<file path="config.mk">
export PLATFORM = sky130hd
export DESIGN_NAME = alu_share_arbiter_flat
export DESIGN_NICKNAME = d
export VERILOG_FILES = /design/src/rtl/alu_share_arbiter_if.sv /design/src/rtl/alu_share_arbiter.sv /design/src/flat_wrapper.sv
export SDC_FILE = /design/constraint.sdc
export NUM_CORES = 1
export LEC_CHECK = 0
export ABC_AREA = 1
export BUFFER_PORTS_ARGS = -buffer_cell sky130_fd_sc_hd__buf_4
export CAP_MARGIN = 20
export CORE_MARGIN = 2
export CORE_UTILIZATION = 45
export CTS_CLUSTER_SIZE = 12
export DETAILED_ROUTE_END_ITERATION = 6
export PLACE_DENSITY_LB_ADDON = 0.15
export SLEW_MARGIN = 20
export SYNTH_ARGS = -nofsm -noshare
export SYNTH_HDL_FRONTEND = slang
export SYNTH_SLANG_ARGS = --single-unit
</file>
<file path="constraint.sdc">
create_clock -name clk -period 1.4 [get_ports clk]
set_input_delay 0.07 -clock clk [delete_from_list [all_inputs] [get_ports clk]]
set_output_delay 0.07 -clock clk [all_outputs]
set_load 0.02 [all_outputs]
</file>
<file path="src/rtl/alu_share_arbiter_if.sv">
// Handshake and ALU-side bundle for alu_share_arbiter: two requesters, ALU drive/sample, one response channel.
// The slave modport is the arbiter; the master modport is the requesters/ALU/consumer environment.
interface alu_share_arbiter_if #(
  parameter int XLEN = 32
);
  logic            req0_valid;
  logic            req0_ready;
  logic [XLEN-1:0] req0_in1;
  logic [XLEN-1:0] req0_in2;
  logic [2:0]      req0_func3;
  logic            req0_opequal;

  logic            req1_valid;
  logic            req1_ready;
  logic [XLEN-1:0] req1_in1;
  logic [XLEN-1:0] req1_in2;
  logic [2:0]      req1_func3;
  logic            req1_opequal;

  logic [XLEN-1:0] alu_in1;
  logic [XLEN-1:0] alu_in2;
  logic [2:0]      alu_func3;
  logic            alu_opequal;
  logic [XLEN-1:0] alu_out;

  logic            rsp_valid;
  logic            rsp_ready;
  logic [XLEN-1:0] rsp_data;
  logic            rsp_id;
  logic            busy;

  modport slave (
    input  req0_valid, req0_in1, req0_in2, req0_func3, req0_opequal,
    output req0_ready,
    input  req1_valid, req1_in1, req1_in2, req1_func3, req1_opequal,
    output req1_ready,
    output alu_in1, alu_in2, alu_func3, alu_opequal,
    input  alu_out,
    output rsp_valid, rsp_data, rsp_id,
    input  rsp_ready,
    output busy
  );

  modport master (
    output req0_valid, req0_in1, req0_in2, req0_func3, req0_opequal,
    input  req0_ready,
    output req1_valid, req1_in1, req1_in2, req1_func3, req1_opequal,
    input  req1_ready,
    input  alu_in1, alu_in2, alu_func3, alu_opequal,
    output alu_out,
    input  rsp_valid, rsp_data, rsp_id,
    output rsp_ready,
    input  busy
  );
endinterface

</file>
<file path="src/rtl/alu_share_arbiter.sv">
// Shares one external combinational ALU between the execute stage (id 0) and the address/branch unit (id 1).
// Define ALU_ARB_RR_EN for round-robin arbitration; undefined gives fixed priority to requester 0.
module alu_share_arbiter #(
  parameter int XLEN = 32
) (
  input  logic                 clk,
  input  logic                 rst_n,
  alu_share_arbiter_if.slave   bus
);

  typedef enum logic [1:0] {
    IDLE = 2'd0,
    EXEC = 2'd1,
    RESP = 2'd2
  } state_t;

  state_t          r_state;
  logic [XLEN-1:0] r_in1;
  logic [XLEN-1:0] r_in2;
  logic [2:0]      r_func3;
  logic            r_opequal;
  logic            r_id;
  logic            r_rspValid;
  logic [XLEN-1:0] r_rspData;
  logic            r_rspId;

  logic w_accept;
  logic w_ptr;
  logic w_grant0;
  logic w_grant1;
  logic w_grant;

`ifdef ALU_ARB_RR_EN
  logic r_ptr;

  // Pointer names the requester that wins the next tie; it moves to the loser after every grant.
  always_ff @(posedge clk or negedge rst_n) begin
    if (!rst_n) begin
      r_ptr <= 1'b0;
    end else if (w_grant) begin
      r_ptr <= w_grant0;
    end
  end

  assign w_ptr = r_ptr;
`else
  assign w_ptr = 1'b0;
`endif

  // A finishing response frees the ALU slot in the same cycle, so RESP can hand straight to EXEC.
  assign w_accept = (r_state == IDLE) || ((r_state == RESP) && bus.rsp_ready);
  assign w_grant0 = w_accept && bus.req0_valid && (!bus.req1_valid || !w_ptr);
  assign w_grant1 = w_accept && bus.req1_valid && (!bus.req0_valid || w_ptr);
  assign w_grant  = w_grant0 || w_grant1;

  always_ff @(posedge clk or negedge rst_n) begin
    if (!rst_n) begin
      r_state    <= IDLE;
      r_in1      <= '0;
      r_in2      <= '0;
      r_func3    <= '0;
      r_opequal  <= 1'b0;
      r_id       <= 1'b0;
      r_rspValid <= 1'b0;
      r_rspData  <= '0;
      r_rspId    <= 1'b0;
    end else begin
      if (w_grant) begin
        r_in1     <= w_grant1 ? bus.req1_in1     : bus.req0_in1;
        r_in2     <= w_grant1 ? bus.req1_in2     : bus.req0_in2;
        r_func3   <= w_grant1 ? bus.req1_func3   : bus.req0_func3;
        r_opequal <= w_grant1 ? bus.req1_opequal : bus.req0_opequal;
        r_id      <= w_grant1;
      end
      unique case (r_state)
        IDLE: begin
          if (w_grant) begin
            r_state <= EXEC;
          end
        end
        EXEC: begin
          r_rspData  <= bus.alu_out;
          r_rspId    <= r_id;
          r_rspValid <= 1'b1;
          r_state    <= RESP;
        end
        RESP: begin
          if (bus.rsp_ready) begin
            r_rspValid <= 1'b0;
            r_state    <= w_grant ? EXEC : IDLE;
          end
        end
        default: begin
          r_state <= IDLE;
        end
      endcase
    end
  end

  assign bus.req0_ready  = w_grant0;
  assign bus.req1_ready  = w_grant1;
  assign bus.alu_in1     = r_in1;
  assign bus.alu_in2     = r_in2;
  assign bus.alu_func3   = r_func3;
  assign bus.alu_opequal = r_opequal;
  assign bus.rsp_valid   = r_rspValid;
  assign bus.rsp_data    = r_rspData;
  assign bus.rsp_id      = r_rspId;
  assign bus.busy        = (r_state != IDLE);

endmodule

</file>
<file path="src/flat_wrapper.sv">
// flat-port wrapper written by rule: the top's interface ports become plain ports
module alu_share_arbiter_flat 
#(
  parameter int XLEN = 32
)
  (clk, rst_n, bus_req0_valid, bus_req0_in1, bus_req0_in2, bus_req0_func3, bus_req0_opequal, bus_req0_ready, bus_req1_valid, bus_req1_in1, bus_req1_in2, bus_req1_func3, bus_req1_opequal, bus_req1_ready, bus_alu_in1, bus_alu_in2, bus_alu_func3, bus_alu_opequal, bus_alu_out, bus_rsp_valid, bus_rsp_data, bus_rsp_id, bus_rsp_ready, bus_busy);
  alu_share_arbiter_if #(.XLEN(XLEN)) bus_i ();
  input  logic clk;
  input  logic rst_n;
  input wire logic [$bits(bus_i.req0_valid)-1:0] bus_req0_valid;
  input wire logic [$bits(bus_i.req0_in1)-1:0] bus_req0_in1;
  input wire logic [$bits(bus_i.req0_in2)-1:0] bus_req0_in2;
  input wire logic [$bits(bus_i.req0_func3)-1:0] bus_req0_func3;
  input wire logic [$bits(bus_i.req0_opequal)-1:0] bus_req0_opequal;
  output wire logic [$bits(bus_i.req0_ready)-1:0] bus_req0_ready;
  input wire logic [$bits(bus_i.req1_valid)-1:0] bus_req1_valid;
  input wire logic [$bits(bus_i.req1_in1)-1:0] bus_req1_in1;
  input wire logic [$bits(bus_i.req1_in2)-1:0] bus_req1_in2;
  input wire logic [$bits(bus_i.req1_func3)-1:0] bus_req1_func3;
  input wire logic [$bits(bus_i.req1_opequal)-1:0] bus_req1_opequal;
  output wire logic [$bits(bus_i.req1_ready)-1:0] bus_req1_ready;
  output wire logic [$bits(bus_i.alu_in1)-1:0] bus_alu_in1;
  output wire logic [$bits(bus_i.alu_in2)-1:0] bus_alu_in2;
  output wire logic [$bits(bus_i.alu_func3)-1:0] bus_alu_func3;
  output wire logic [$bits(bus_i.alu_opequal)-1:0] bus_alu_opequal;
  input wire logic [$bits(bus_i.alu_out)-1:0] bus_alu_out;
  output wire logic [$bits(bus_i.rsp_valid)-1:0] bus_rsp_valid;
  output wire logic [$bits(bus_i.rsp_data)-1:0] bus_rsp_data;
  output wire logic [$bits(bus_i.rsp_id)-1:0] bus_rsp_id;
  input wire logic [$bits(bus_i.rsp_ready)-1:0] bus_rsp_ready;
  output wire logic [$bits(bus_i.busy)-1:0] bus_busy;
  assign bus_i.req0_valid = bus_req0_valid;
  assign bus_i.req0_in1 = bus_req0_in1;
  assign bus_i.req0_in2 = bus_req0_in2;
  assign bus_i.req0_func3 = bus_req0_func3;
  assign bus_i.req0_opequal = bus_req0_opequal;
  assign bus_req0_ready = bus_i.req0_ready;
  assign bus_i.req1_valid = bus_req1_valid;
  assign bus_i.req1_in1 = bus_req1_in1;
  assign bus_i.req1_in2 = bus_req1_in2;
  assign bus_i.req1_func3 = bus_req1_func3;
  assign bus_i.req1_opequal = bus_req1_opequal;
  assign bus_req1_ready = bus_i.req1_ready;
  assign bus_alu_in1 = bus_i.alu_in1;
  assign bus_alu_in2 = bus_i.alu_in2;
  assign bus_alu_func3 = bus_i.alu_func3;
  assign bus_alu_opequal = bus_i.alu_opequal;
  assign bus_i.alu_out = bus_alu_out;
  assign bus_rsp_valid = bus_i.rsp_valid;
  assign bus_rsp_data = bus_i.rsp_data;
  assign bus_rsp_id = bus_i.rsp_id;
  assign bus_i.rsp_ready = bus_rsp_ready;
  assign bus_busy = bus_i.busy;
  alu_share_arbiter #(.XLEN(XLEN)) u_core (.clk(clk), .rst_n(rst_n), .bus(bus_i));
endmodule
</file>
==> flow_summary_export.csv, run 1 <==
group,metric,value,unit
run_status,status,"finished with violations",
run_status,failed_checks,"setup timing",
clock_tree,clk_pin_slew_worst_paths,0.08,ns
worst_setup_path,reg2regPathDepth,9,
drt,drt_first_pass_iters,5,
placement,place_congestion,0.8499,
power_and_ir_drop,power.static_leakage,4.796,nW
worst_setup_path,critPathCaptureType,"output port",
worst_setup_path,cp-endpoint,"bus_req1_ready",
die,die_h,110.7,um
timing,final.setup.tns,-0.2899,ns
worst_setup_path,worstSetupStartpointType,"flop",
layout,layout.nets,1160,
logic_synthesis,yosysTopAreaCell,"dfrtp_1",
layout,post-route-util,0.8151,
grt,grt_antenna_before_repair,0,
drt,vias_per_cell,5.261,
drt,route.detailed.drc,0,
worst_setup_path,critPathSlowestCell,"dfrtp_1",
placement,dp_hpwl,12.04,mm
logic_synthesis,synth.top_cell.area_share,0.5128,
min_path,hold_path_class,"in -> reg",
timing,hold_viol_final,0,
placement,placedCellCount,1002,
clock_tree,clock-sinks,105,
logic_synthesis,yosys_register_bits,105,
logic_synthesis,synth_cells,611,
timing,clock_skew,0.01014,ns
clock_tree,root_buffer,"clkbuf_16",
grt,grt_pass1_wl,30.64,mm
logic_synthesis,ys_seq_area_frac,0.5128,
power_and_ir_drop,powerDensity,2060,mW/mm^2
worst_setup_path,worstPathCellList,"inv_2, nand2_4, nand2_4, nand3_4, buf_12, clkinv_4, buf_6",
grt,use_met3,0.06561,
die,coreArea,0.01098,sq mm
logic_synthesis,ys_top_cells_by_area,"dfrtp_1 (51%), nand2_1 (15%), nand4_1 (8.3%), mux2_2 (7.0%), nand3_1 (6.7%)",
worst_setup_path,r2r_slack,-0.04,ns
timing,rsz0062_at_grt,"yes",
clock_tree,h-tree-depth,3,
drt,first_iter_violations,526,
logic_synthesis,ys.flop_type,"dfrtp_1",
timing,period_share,1.043,
layout,final_cells,1132,
logic_synthesis,syn_nets,784,
run,maxCapViolations,0,
timing,tightest_slew,0.5344,ns
die,ios,278,
drt,wirelength,19.64,mm
worst_setup_path,r2r-end,"u_core.bus.alu_in1[3]",
grt,grt_pass1_vias,6050,
drt,via_count,5955,
timing,drv_slew,0,
worst_setup_path,cp_common_cell,"nand2_4",
logic_synthesis,async_flop_share,1.000,
die,start_util,0.4665,
layout,drive_above_1_share,0.3740,
placement,dp_slack,0.01922,ns
timing,slew_headroom,0.6437,
clock_tree,clock_latency,0.35,ns
clock_tree,cts_tree,"done",
die,dieArea,0.01226,sq mm
layout,antenna_cells,0,
logic_synthesis,ys_warn_count,0,
grt,grtUsageMet2,0.5456,
logic_synthesis,synth_area,0.005124,sq mm
placement,portBuffers,277,
worst_setup_path,crit_fanout,4,
timing,post-route-min-period,1.461,ns
layout,syn_to_final_growth,74.73,%
worst_setup_path,max_stage_delay,0.39,ns
worst_setup_path,cp.required,1.33,ns
timing,fmax,684.6,MHz
grt,grt_max_degree,49,
die,die_x,110.7,um
clock_tree,clock_path_buffers,2,
timing,final.setup.worst_slack,-0.06069,ns
timing,setup_viol,25,
worst_setup_path,crit_start,"u_core.r_state[0]",
grt,grt.overflow.total,0,
worst_setup_path,r2r-start,"u_core.r_state[0]",
grt,gr-usage-met1,0.3587,
worst_setup_path,cp.arrival,1.39,ns
logic_synthesis,ys_types,18,
worst_setup_path,crit_type,"reg -> out",
die,row_count,38,
timing,holdWs,0.04876,ns
logic_synthesis,synth_edf_count,0,
drt,wl_per_cell,17.35,um
power_and_ir_drop,ir_drop,0.001259,V
logic_synthesis,yosysMostFrequentCell,"nand2_1",
logic_synthesis,netlist_top_cells_count,"nand2_1 (207), dfrtp_1 (105), inv_1 (70)",
grt,grt_util_all_layers,0.3082,
clock_tree,cts_made_buffers,9,
drt,ant_nets,0,
logic_synthesis,avgSynthCellArea,8.386,sq um
grt,top_usage_layer,"met2",
logic make-up (layout without fill, tap and decap cells):
| logic type | Yosys count | after routing | share of synthesized area |
|---|---|---|---|
| compound gates | 6 | 6 | 0.008057 |
| buf+inv | 120 | 501 | 0.1009 |
| flops | 105 | 105 | 0.5128 |
| mux | 32 | 32 | 0.07033 |
| simple gates | 348 | 348 | 0.3079 |
report_power, final:
group	internal (W)	total [W]	switching [W]
clock	0.00123	0.00243	0.00119
combinational	0.00462	0.0105	0.00591
sequential	0.00458	0.00549	0.000910
total	0.0104	0.0184	0.00801
worst max-delay path, delay by kind of cell (launching register included):
family	cells	cell delay, ns
buf+inv	4	0.39
flops	1	0.39
simple gates	3	0.27
stage by stage:
step / cell area (sq um) / power (W)
after floorplan: 5124 / 0.01089
after global placement: 7407 / 0.01477
after detailed placement: 7407 / 0.01507
after CTS: 8848 / 0.01797
after global routing: 8952 / 0.01948
final: 8952 / 0.01845
metal layers:
| layer | share of wire | vias to the layer above |
|---|---|---|
| li1 | - | 2732 |
| met1 | 0.37 | 2815 |
| met2 | 0.52 | 347 |
| met3 | 0.073 | 61 |
| met4 | 0.040 | 0 |
| met5 | 0 | - |
state kept, by name, summed over array words and instances, names as in the netlist:
signal / cells
u_core.r_id: 1
u_core.bus.alu_func3: 3
u_core.bus.rsp_valid: 1
u_core.bus.rsp_data: 32
u_core.bus.alu_opequal: 1
u_core.r_state: 2
u_core.bus.alu_in2: 32
u_core.bus.rsp_id: 1
u_core.bus.alu_in1: 32
layout by cell type (no fill, tap or decap):
master	count
inv_4	1
buf_6	5
o21ai_4	1
nand3_4	1
o21ai_1	1
a21oi_1	1
clkbuf_1	1
nand2_4	3
dlygate4sd3_1	102
nand2_2	1
nand4_1	68
inv_6	2
nand3_2	4
buf_8	1
inv_2	3
buf_12	8
dfrtp_1	105
o21ai_0	3
clkbuf_16	11
nand2_1	207
clkinv_4	4
clkinvlp_4	1
buf_16	3
inv_1	69
nand3_1	64
mux2_2	32
buf_4	290
what timing repair did:
item / 4_1_cts / 5_1_grt
resized for setup: 8 / 13
gates cloned: 2 / 2
pin swaps: 1 / 2
endpoints found under the setup margin: 1 / 70
endpoints found under the hold margin: 134 / 0
buffers inserted: 8 / 0
hold buffers: 102 / 0
worst min-delay path by stage:
stage / start / to / cells after the start
after floorplan: rst_n / u_core.bus.alu_func3[0] / 0
final: bus_req1_in1[7] / u_core.bus.alu_in1[7] / 5
after global placement: rst_n / u_core.bus.alu_in2[18] / 1
after detailed placement: rst_n / u_core.bus.alu_in2[19] / 1
after CTS: bus_req1_in1[15] / u_core.bus.alu_in1[15] / 5
after global routing: bus_req1_in1[23] / u_core.bus.alu_in1[23] / 5
layout make-up:
type,count,area (sq um)
well taps,140,175.2
flip-flops and latches,105,2628
inverters,74,285.3
multi-input cells,386,2022
repair buffers,411,3562
fillers,661,2031
clock inverters,6,51.30
clock buffers,10,229.0
Note: power is estimated with default switching activity, not from simulation.
==> run 2, diff against run 1 <==
REMOVE_ABC_BUFFERS = 1   (was default)
==> run 2 against run 1 <==
The flow still finishes with violations (setup timing). Worst hold slack lost 0.021 ns. Setup slack gained 0.0099 ns. Die area is the same. Routed wire length shrank 1.2%. Critical path depth shrank 2. Core utilization shrank 0.057 points. Sequential power grew 1%. Via count shrank 1.7%. Register-to-register slack is essentially flat. Global-route usage grew 0.36 points. Critical endpoint is now u_core.bus.rsp_data[30]. Largest power group unchanged.
==> flow_summary_export.csv, run 2 (synthesized netlist as in run 1, its figures left out) <==
group,metric,value,unit
run_status,status,"finished with violations",
run_status,failed_checks,"setup timing",
min_path,hold_path_class,"in -> reg",
power_and_ir_drop,seqPwrFrac,0.299,
clock_tree,h-tree-depth,3,
worst_setup_path,crit_type,"reg -> reg",
power_and_ir_drop,switchingPower,0.007879,W
layout,layout.nets,1159,
worst_setup_path,max_stage_delay,0.38,ns
drt,wirelength,19.41,mm
grt,grt_max_degree,56,
grt,grt.overflow.total,0,
timing,final.setup.tns,-1.640,ns
worst_setup_path,critPathCaptureType,"flop",
drt,ant_nets,0,
die,coreArea,0.01098,sq mm
die,ios,278,
grt,top_usage_layer,"met2",
timing,rsz0062_at_grt,"yes",
timing,setup_viol,79,
drt,wl_per_cell,17.18,um
die,die_h,110.7,um
timing,period_share,1.036,
timing,tightest_slew,0.5353,ns
drt,drt_first_pass_iters,5,
die,die_x,110.7,um
placement,portBuffers,277,
layout,syn_to_final_growth,74.60,%
timing,fmax,689.3,MHz
grt,grtUsageMet2,0.5358,
drt,first_iter_violations,381,
timing,drv_slew,0,
worst_setup_path,worstSetupStartpointType,"flop",
clock_tree,clock_path_buffers,2,
clock_tree,clock_latency,0.34,ns
timing,slew_headroom,0.6432,
worst_setup_path,critical_path.top_delay_family,"buffers and inverters",
layout,nFillCells,666,
clock_tree,clk_pin_slew_worst_paths,0.06,ns
timing,post-route-min-period,1.451,ns
run,maxCapViolations,0,
grt,use_met3,0.05467,
drt,via_count,5853,
clock_tree,cts_made_buffers,9,
die,start_util,0.4665,
grt,gr-usage-met1,0.3827,
drt,route.detailed.drc,0,
clock_tree,root_buffer,"clkbuf_16",
timing,holdWs,0.02755,ns
worst_setup_path,cp.required,1.62,ns
grt,grt_pass1_vias,5855,
layout,final_common_cell,"buf_4",
placement,dp_hpwl,11.77,mm
power_and_ir_drop,powerDensity,2074,mW/mm^2
die,dieArea,0.01226,sq mm
placement,place_congestion,0.8184,
layout,layout_common_cells,"buf_4 (289), nand2_1 (207), dfrtp_1 (105), dlygate4sd3_1 (101), inv_1 (69)",
grt,grt_antenna_before_repair,1,
power_and_ir_drop,p_clk_frac,0.139,
layout,drive_above_1_share,0.3711,
grt,grt_pass1_wl,30.63,mm
power_and_ir_drop,netSwitchingFraction,0.4246,
clock_tree,cts_tree,"done",
worst_setup_path,cp_num_buf_inv,3,
power_and_ir_drop,ir_drop,0.001289,V
power_and_ir_drop,power.static_leakage,4.797,nW
timing,clock_skew,0.005987,ns
worst_setup_path,cp.arrival,1.67,ns
die,row_count,38,
power_and_ir_drop,p_total,0.01856,W
power_and_ir_drop,p_int,0.01068,W
worst_setup_path,cp_common_cell,"buf_4",
clock_tree,clock-sinks,105,
power_and_ir_drop,comb_power_share,0.562,
timing,final.setup.worst_slack,-0.05078,ns
worst_setup_path,crit_fanout,34,
worst_setup_path,worstPathCellList,"buf_4, buf_4, nand2_2, buf_12, mux2_2",
timing,hold_viol_final,0,
grt,grt_util_all_layers,0.3119,
worst_setup_path,critPathSlowestCell,"dfrtp_1",
drt,vias_per_cell,5.180,
## run 2: changes by cell type in the layout (fill, tap and decap cells not counted), sizes merged
cell / change
clkinv: -3
bufinv: +1
buf: +1
inv: -2
clkbuf: +1
dlygate4sd3: -1
diode: +1
## run 2: worst paths after layout
check / from / endpoint / slack (ns) / cells past startpoint
max: u_core.r_state[0] / u_core.bus.rsp_data[30] / -0.05 / 5
min: bus_req0_in1[27] / u_core.bus.alu_in1[27] / 0.03 / 3
max reg2reg: u_core.r_state[0] / u_core.bus.rsp_data[30] / -0.05 / 5
min reg2reg: u_core.bus.rsp_data[5] / u_core.bus.rsp_data[5] / 0.51 / 1
max in group asynchronous: rst_n / u_core.bus.rsp_data[27] / 0.69 / 3
min in group asynchronous: rst_n / u_core.bus.alu_func3[2] / 0.16 / 2
## run 2: through the flow
stage / instance area [sq um] / instances / setup slack [ns] / util
6_report: 8946 / 1130 / -0.05078 / 0.8145
5_1_grt: 8946 / 1130 / -0.1331 / 0.8145
4_1_cts: 8882 / 1126 / -0.04198 / 0.8087
3_5_place_dp: 7375 / 1001 / -0.01242 / 0.6715
3_3_place_gp: 7375 / 1001 / 0.07610 / 0.6715
2_1_floorplan: 4885 / 565 / -1.510 / -
## run 2: cell type report
cell class	count	area [sq um]	share of cell area
tap	140	175.2	0.01958
antenna	1	2.502	0.0002797
timing repair buffer	410	3542	0.3959
clock buffer	12	266.5	0.02979
clock inverter	2	37.54	0.004196
sequential	105	2628	0.2937
multi-input combinational	386	2009	0.2246
inverter	74	285.3	0.03189
## run 2: timing repair
action,CTS,global route
gates resized for setup,15,6
gates cloned,3,1
buffers inserted,7,2
setup endpoints to repair,10,71
pin swaps,4,0
hold buffers,101,0
hold endpoints to repair,205,0
## run 2: worst min-delay path, delay by kind of cell
family | cells | cell delay [ns]
AND/OR/NAND/NOR | 2 | 0.17
buffers and inverters | 1 | 0.08
## run 2: power by group through the flow
stage                     sequential, W  clock, W  combinational [W]
after floorplan                 0.00723         0            0.00330
after global placement          0.00544         0            0.00929
after detailed placement        0.00549         0            0.00952
after CTS                       0.00547   0.00259             0.0102
after global routing            0.00570   0.00274             0.0112
final                           0.00555   0.00257             0.0104
## run 2: routing by layer
layer / part of all wire / up-vias
met5: 0 / -
met2: 0.50 / 347
li1: - / 2730
met3: 0.081 / 57
met4: 0.037 / 0
met1: 0.38 / 2719
==> run 3, diff against run 2 <==
CORE_UTILIZATION = 41   (was 45)
clock period = 1.24 ns   (was 1.4 ns; I/O delays follow)
==> run 3 against run 2 <==
The flow still finishes with violations (setup timing). Final area is 1.7% higher. Register-to-register slack worse by 0.21 ns. Worst hold slack better by 0.018 ns. Via count is 0.50% higher. Core utilization is 6.4 points lower. Sequential share of layout area is 0.48 points lower. Cell count is 2.5% higher. Die area is 9.4% higher. Combinational power is 16% higher.
==> flow_summary_export.csv, run 3 (synthesized netlist as in run 1, its figures left out) <==
group,metric,value,unit
run_status,status,"finished with violations",
run_status,failed_checks,"setup timing",
layout,drive_above_1_share,0.3808,
power_and_ir_drop,ir_drop,0.001169,V
worst_setup_path,critical_path.top_delay_family,"simple AND/OR/NAND/NOR gates",
drt,vias_per_cell,5.079,
clock_tree,h-tree-depth,3,
timing,holdWs,0.04533,ns
timing,fmax,664.8,MHz
grt,grt_pass1_wl,29.44,mm
worst_setup_path,cp.arrival,1.79,ns
placement,dp_hpwl,11.91,mm
clock_tree,clk_pin_slew_worst_paths,0.07,ns
die,ios,278,
worst_setup_path,critPathSlowestCell,"dfrtp_1",
layout,final_cells,1158,
die,row_count,40,
placement,place_congestion,0.8155,
die,start_util,0.4230,
worst_setup_path,cp.required,1.52,ns
worst_setup_path,crit_fanout,45,
worst_setup_path,worstPathCellList,"inv_2, nand2_4, nand2_4, buf_6, buf_12, nand4_1, nand2_1, inv_1, nand2_1",
grt,grtUsageMet2,0.4799,
grt,grt_util_all_layers,0.2839,
worst_setup_path,max_stage_delay,0.40,ns
grt,grt.overflow.total,0,
grt,gr-usage-met1,0.3368,
timing,slew_headroom,0.7611,
die,dieArea,0.01341,sq mm
clock_tree,clock-sinks,105,
drt,wirelength,20.24,mm
layout,antenna_cells,0,
timing,hold_viol_final,0,
timing,post-route-min-period,1.504,ns
die,die_h,115.8,um
drt,drt_first_pass_iters,5,
grt,top_usage_layer,"met2",
timing,clock_skew,0.005159,ns
worst_setup_path,critPathCaptureType,"flop",
layout,layout_common_cells,"buf_4 (282), nand2_1 (203), dfrtp_1 (105), dlygate4sd3_1 (102)",
timing,period_share,1.213,
timing,drv_slew,0,
clock_tree,clock_path_buffers,2,
power_and_ir_drop,power.static_leakage,4.839,nW
clock_tree,cts_tree,"done",
placement,portBuffers,277,
drt,via_count,5882,
layout,syn_to_final_growth,77.48,%
layout,layout.nets,1158,
timing,tightest_slew,0.3583,ns
worst_setup_path,cp_num_buf_inv,4,
power_and_ir_drop,powerDensity,2369,mW/mm^2
min_path,hold_path_class,"in -> reg",
timing,final.setup.worst_slack,-0.2642,ns
run,maxCapViolations,0,
placement,placedCellCount,1030,
layout,final_common_cell,"buf_4",
timing,rsz0062_at_grt,"yes",
worst_setup_path,crit_type,"reg -> reg",
drt,route.detailed.drc,0,
clock_tree,root_buffer,"clkbuf_16",
drt,ant_nets,0,
grt,grt_pass1_vias,5945,
drt,wl_per_cell,17.47,um
grt,use_met3,0.07113,
worst_setup_path,worstSetupStartpointType,"flop",
die,coreArea,0.01211,sq mm
timing,setup_viol,105,
grt,grt_max_degree,65,
grt,grt_antenna_before_repair,0,
clock_tree,clock_latency,0.34,ns
die,die_x,115.8,um
drt,first_iter_violations,426,
clock_tree,cts_made_buffers,9,
==> run 3: changes by cell type in the layout (fill, tap and decap cells not counted), moves of 3 or more <==
cell | before | now
buf_12 | 8 | 13
nand2_1 | 207 | 203
nand3_1 | 68 | 63
nand3_2 | 0 | 5
buf_4 | 289 | 282
nand2_2 | 1 | 4
clkbuf_8 | 3 | 0
==> run 3: timing repair <==
action                     4_1_cts  5_1_grt
gates resized for setup         22        7
cloned                           2        3
hold endpoints to repair       206        0
hold buffers                   102        0
setup endpoints to repair       72      105
pin swaps                        7        0
buffers inserted                 5        0
==> run 3: final cells by class <==
| type | instances | area (sq um) |
|---|---|---|
| Clock inverter | 7 | 101.3 |
| Multi-Input combinational cell | 386 | 2049 |
| Tap cell | 168 | 210.2 |
| Timing Repair Buffer | 409 | 3597 |
| Clock buffer | 9 | 225.2 |
| Inverter | 74 | 282.8 |
| Fill cell | 815 | 3018 |
| Sequential cell | 105 | 2628 |
==> run 3: worst paths after layout <==
check / startpoint / end / slack (ns) / cells past startpoint
max in group asynchronous: rst_n / u_core.bus.rsp_data[26] / 0.62 / 3
worst max-delay path: u_core.r_state[0] / u_core.bus.alu_in1[9] / -0.26 / 9
worst min-delay path: bus_req1_in2[5] / u_core.bus.alu_in2[5] / 0.05 / 5
worst max register to register: u_core.r_state[0] / u_core.bus.alu_in1[9] / -0.26 / 9
min in group asynchronous: rst_n / u_core.bus.alu_in1[30] / 0.28 / 3
worst min register to register: u_core.bus.rsp_id / u_core.bus.rsp_id / 0.50 / 2
==> run 3: tightest hold or removal path: stages <==
cell and delay, ns:
buf_4 0.08, nand4_1 0.08, nand2_1 0.07, inv_1 0.03, nand2_1 0.04
==> run 3: per-stage QoR <==
stage	instance area [sq um]	power (W)	setup TNS [ns]	util	worst slack (ns)
6_report	9094	0.02154	-14.76	0.7508	-0.2642
4_1_cts	9006	0.02101	-12.85	0.7436	-0.1912
3_3_place_gp	7480	0.01674	-1.459	0.6176	-0.04461
2_1_floorplan	4885	0.01188	-118.66	-	-1.662
5_1_grt	9094	0.02274	-20.69	0.7508	-0.2934
3_5_place_dp	7480	0.01705	-5.487	0.6176	-0.1200
==> run 3: report_power, final <==
part	leakage (nW)	switching, W	internal [W]
clock network	0.158	0.00134	0.00179
registers	1.25	0.00111	0.00517
logic	3.43	0.00675	0.00539
==> run 3: per-layer routing <==
layer | vias up | wire [um]
li1 | 2734 | -
met1 | 2711 | 7465
met2 | 361 | 10040
met3 | 76 | 1907
met4 | 0 | 827
met5 | - | 0
